### src/rtl/cache_line_fill.sv
// Miss handler for the fully-associative cache: picks a victim line, writes it
// back when dirty, refills it from memory and updates the tag/data arrays.
module cache_line_fill #(
    parameter int ADDRESS_WIDTH = 32,
    parameter int LINE_WIDTH    = 128,
    parameter int NUM_LINES     = 4,
    localparam int OFFSET_WIDTH = $clog2(LINE_WIDTH / 8),
    localparam int LINE_IDX     = (NUM_LINES > 1) ? $clog2(NUM_LINES) : 1,
    localparam int TAG_WIDTH    = ADDRESS_WIDTH - OFFSET_WIDTH
) (
    input  logic                     clk,
    input  logic                     reset,
    input  logic                     miss_req,
    input  logic [ADDRESS_WIDTH-1:0] miss_addr,
    output logic                     miss_busy,
    output logic                     fill_done,
    output logic [LINE_IDX-1:0]      fill_line,
    input  logic [NUM_LINES-1:0]     line_valid,
    input  logic [NUM_LINES-1:0]     line_dirty,
    input  logic [TAG_WIDTH-1:0]     victim_tag,
    input  logic [LINE_WIDTH-1:0]    victim_data,
    output logic                     mem_req,
    output logic                     mem_write,
    output logic [ADDRESS_WIDTH-1:0] mem_addr,
    output logic [LINE_WIDTH-1:0]    mem_wdata,
    input  logic                     mem_ready,
    input  logic [LINE_WIDTH-1:0]    mem_rdata,
    output logic                     tag_we,
    output logic [TAG_WIDTH-1:0]     tag_wdata,
    output logic [LINE_WIDTH-1:0]    data_wdata
);

    typedef enum logic [1:0] {IDLE, WB, RF, UPD} state_t;

    state_t                state;
    logic [LINE_IDX-1:0]   rr_ptr;
    logic [TAG_WIDTH-1:0]  tag_q;
    logic [LINE_WIDTH-1:0] data_q;
    logic [LINE_IDX-1:0]   victim;
    logic                  all_valid;
    logic                  unused_offset;

    // Byte offset within the line never matters for a line fill.
    assign unused_offset = ^miss_addr[OFFSET_WIDTH-1:0];

    // Lowest-index invalid line wins; round-robin only when every line is valid.
    always_comb begin
        victim    = rr_ptr;
        all_valid = 1'b1;
        for (int i = NUM_LINES - 1; i >= 0; i--) begin
            if (!line_valid[i]) begin
                victim    = LINE_IDX'(i);
                all_valid = 1'b0;
            end
        end
    end

    always_ff @(posedge clk) begin
        if (reset) begin
            state     <= IDLE;
            rr_ptr    <= '0;
            fill_line <= '0;
        end else begin
            case (state)
                IDLE: begin
                    if (miss_req) begin
                        tag_q     <= miss_addr[ADDRESS_WIDTH-1:OFFSET_WIDTH];
                        fill_line <= victim;
                        if (all_valid) begin
                            rr_ptr <= LINE_IDX'(rr_ptr + 1'b1);
                        end
                        state <= (line_valid[victim] && line_dirty[victim]) ? WB : RF;
                    end
                end
                WB: begin
                    if (mem_ready) begin
                        state <= RF;
                    end
                end
                RF: begin
                    if (mem_ready) begin
                        data_q <= mem_rdata;
                        state  <= UPD;
                    end
                end
                default: begin
                    state <= IDLE;
                end
            endcase
        end
    end

    // Outputs decode only registered state, so no input reaches them combinationally
    // except the array read-back that the writeback forwards.
    always_comb begin
        miss_busy  = (state != IDLE);
        mem_req    = (state == WB) || (state == RF);
        mem_write  = (state == WB);
        fill_done  = (state == UPD);
        tag_we     = (state == UPD);
        mem_addr   = '0;
        mem_wdata  = '0;
        tag_wdata  = '0;
        data_wdata = '0;
        case (state)
            WB: begin
                mem_addr  = {victim_tag, {OFFSET_WIDTH{1'b0}}};
                mem_wdata = victim_data;
            end
            RF: begin
                mem_addr = {tag_q, {OFFSET_WIDTH{1'b0}}};
            end
            UPD: begin
                tag_wdata  = tag_q;
                data_wdata = data_q;
            end
            default: begin
            end
        endcase
    end

endmodule

### config.mk
export PLATFORM = sky130hd
export DESIGN_NAME = cache_line_fill
export DESIGN_NICKNAME = d
export VERILOG_FILES = /design/src/rtl/cache_line_fill.sv
export SDC_FILE = /design/constraint.sdc
export NUM_CORES = 1
export LEC_CHECK = 0
export CELL_PAD_IN_SITES_DETAIL_PLACEMENT = 1
export CELL_PAD_IN_SITES_GLOBAL_PLACEMENT = 1
export CORE_AREA = 3 3 249 251
export CTS_CLUSTER_DIAMETER = 200
export DETAILED_ROUTE_END_ITERATION = 8
export DIE_AREA = 0 0 252 254
export GPL_TIMING_DRIVEN = 0
export PLACE_DENSITY = 0.63
export REMOVE_ABC_BUFFERS = 1
export SLEW_MARGIN = 25
export SYNTH_ARGS = -nofsm -noshare
export SYNTH_HDL_FRONTEND = slang
export SYNTH_SLANG_ARGS = --single-unit
### constraint.sdc
create_clock -name clk -period 8.1 [get_ports clk]
set_clock_uncertainty 0.1 [all_clocks]
set_input_delay 2.43 -clock clk [delete_from_list [all_inputs] [get_ports clk]]
set_output_delay 2.43 -clock clk [all_outputs]
set_load 0.01 [all_outputs]
==> summary.txt <==
Outcome
  • Outcome: finished clean

Logic synthesis
  • Yosys warns: 0
  • Number of flops mapped to enable cells by yosys: between 150 and 200
  • Cells after synthesis: just under 600
  • Count of different cell masters after synthesis: 27
  • XOR/XNOR Fraction of Synth Area: 0.236%
  • Synth Area in Compound Gates: roughly 3.7%
  • Synth Area in Adders: 0.673%
  • Mux cell area share after synthesis: less than 1%
  • Mapped Area: 7430 µm²
  • Synth Flop Type: edfxtp_1
  • Seq cells post-synth: 162
  • Largest family of logic cells by synthesized area: simple AND/OR/NAND/NOR gates
  • Seq/Total Area, Yosys: around 65%
  • Synth Area in Simple Gates: between 20 and 30%
  • Post-synthesis async set-or-reset flop share: 0%
  • Avg Cell Area, Syn: ~13 µm²

Clocking
  • Worst-Skew Late Latency: between 0.4 and 0.5 ns
  • Root Driver: clkbuf_16
  • H-tree depth: 4
  • CTS tree: built
  • Number of buffers created by CTS: 17
  • Clock transition at path regs: ~0.070 ns
  • Clock Sinks: approximately 160
  • Cts hold-fix bufs: 0
  • # resized after CTS: 0
  • Post-CTS Setup Bufs: 0
  • CTS max path bufs: 2

Finish
  • Most common cell after layout, fill and taps aside: clkdlybuf4s50_1
  • Most frequent cells in the layout: clkdlybuf4s50_1, and2_1, edfxtp_1
  • Area growth from synthesis to layout: 111%
  • Post-route design area: 15700 µm²
  • Fillers: roughly 6700
  • Layout cells sized above 1: between 4 and 5%
  • Nets@finish: approximately 1600
  • Final Core Density: a little over a quarter

Place
  • GP Congestion: around 0.83
  • Area after DPL: between 10000 and 15000 µm²
  • Port buffer count: roughly 640
  • DP Worst Slack: around 1.8 ns
  • DPL Wire Length: ~40000 µm

Global route
  • Pin count of the biggest net entering global routing: 76
  • Antenna violations before repair: 28
  • Grt peak-use layer: met2
  • GRT overflow: 0
  • First-pass GRT wire length: between 60000 and 70000 µm
  • M1 GR Usage: 12.6%
  • GRT Util Overall: 14.2%
  • M2 GR Usage: approximately a quarter
  • Met3 GRT Util: 7.97%
  • Number of global-route vias before repair: between 7000 and 8000

Route
  • DRT Pass-1 Iters: 5
  • Routed WL: approximately 47000 µm
  • Antenna Nets Post-Route: 0
  • Residual DRC count: 0
  • Vias per inst: between 3 and 4
  • Routed len/inst: ~23 µm
  • Iteration-0 DRC Markers: about 230
  • Via count: 7179

Critical path
  • Top delay family on crit path: buffers and inverters
  • Worst EP required: about 5.6 ns
  • Worst path max stage delay: around 0.7 ns
  • CP dominant cell by count: clkdlybuf4s50_1
  • Critical path cell sequence: clkdlybuf4s50_1 -> a22oi_1 -> nor2b_1 -> clkdlybuf4s50_1
  • Critical path class: input pin to output port
  • Crit. End Element: output port
  • Critical path launch point type: input pin
  • CP max stage cell: clkdlybuf4s50_1
  • CP max FO: 1
  • Critical path buffer and inverter count: 2
  • Worst Path Arrival: ~3.8 ns

Power and ir drop
  • Overall power: between 3 and 4 mW
  • Pwr per Cell Area: 222 nW/µm²
  • Leakage dissipation: ~5.3 nW
  • Peak VDD IR: around 160 µV

Floorplanning
  • Std cell rows: 90
  • Core Region: 60100 µm²
  • Chip height: roughly 250 µm
  • Initial Util: between 10 and 15%
  • Die Wd: between 200 and 300 µm
  • I/O pin total: 651
  • Die area: between 60000 and 70000 µm²

STA
  • Slew Limit Fails: 0
  • Relative slew slack: 55.0%
  • Final TNS setup: 0 ns
  • RSZ-0062 raised after global routing: false
  • Final worst slack: 1.80 ns
  • Endpoints failing hold: 0
  • Slew @ Worst Pin: ~0.67 ns
  • Minimum clock period: around 6.3 ns
  • Fmax: 159 MHz
  • Final Cycle Share: slightly below 80%
  • Final setup vio count: 0

Job
  • Max cap viols: 0

Hold path
  • HP Class: flop to flop
## synthesized netlist by cell type, types with 2 or more instances
cell type	n	share of area (%)
and2_1	284	24
edfxtp_1	156	63
clkbuf_1	37	1.9
nor2b_1	29	2.4
a22oi_1	28	2.8
nor2_1	7	0.35
dfxtp_1	6	1.6
nand2_1	6	0.30
buf_4	5	0.51
inv_1	5	0.25
ha_1	4	0.67
a21oi_1	3	0.20
buf_2	2	0.13
nand3_1	2	0.13
nand4_1	2	0.17
xor2_1	2	0.24
## layer usage
layer  up-vias  wire [µm]
met4         6       2000
met5         -         36
li1       3256          -
met1      3404      14700
met3        62       5950
met2       451      24400
## where the power goes
| group | internal (mW) | switching [mW] |
|---|---|---|
| Sequential | 1.01 | 0.0293 |
| Combinational | 0.831 | 0.724 |
| Clock | 0.450 | 0.438 |
| Total | 2.29 | 1.19 |
## registers in the layout, summed over array words and instances (netlist names)
| name | cells |
|---|---|
| data_q | 128 |
| tag_q | 28 |
| fill_line | 2 |
| rr_ptr | 2 |
| state | 2 |
## final timing paths
| check | from | end | slack (ns) | depth (start not counted) |
|---|---|---|---|---|
| worst max-delay path | victim_tag[5] | mem_addr[9] | 1.80 | 4 |
| worst min-delay path | fill_line[0]$_SDFFE_PP0P_ | fill_line[0]$_SDFFE_PP0P_ | 0.36 | 2 |
| worst max register to register | state[0]$_SDFFE_PP0P_ | data_q[48]$_DFFE_PP_ | 5.14 | 10 |
| worst min register to register | fill_line[0]$_SDFFE_PP0P_ | fill_line[0]$_SDFFE_PP0P_ | 0.36 | 2 |
## final cells by class
| cell class | instances | area [µm²] | share of cell area [%] |
|---|---|---|---|
| inverters | 5 | 18.8 | 0.120 |
| multi-input cells | 379 | 2460 | 15.7 |
| flip-flops and latches | 162 | 4800 | 30.7 |
| clock buffers | 17 | 425 | 2.72 |
| diodes | 17 | 42.5 | 0.272 |
| repair buffers | 654 | 6710 | 42.9 |
| clock inverters | 15 | 210 | 1.34 |
| well taps | 782 | 978 | 6.25 |
## stage by stage
| step | cells | hold WS (ns) |
|---|---|---|
| floorplan | 546 | 0.370 |
| global placement | 1970 | 0.361 |
| detailed placement | 1982 | 0.351 |
| CTS | 2014 | 0.361 |
| global route | 2023 | 0.377 |
| finish | 2031 | 0.357 |
## tightest hold or removal path: cells and delay by family, from the launching register on
| kind | cells | cell delay [ns] |
|---|---|---|
| AND/OR/NAND/NOR | 1 | 0.05 |
| flip-flops | 1 | 0.31 |
| AO/OA/AOI/OAI | 1 | 0.05 |
## cell families after synthesis
logic type | Yosys count
other | 1
adders and majority gates | 4
and+or+nand+nor | 331
muxes | 1
buffers and inverters | 51
DFF | 162
AOI/OAI and AO/OA | 37
xor gates and xnor gates | 2
Power figures use the tool's default switching activity.
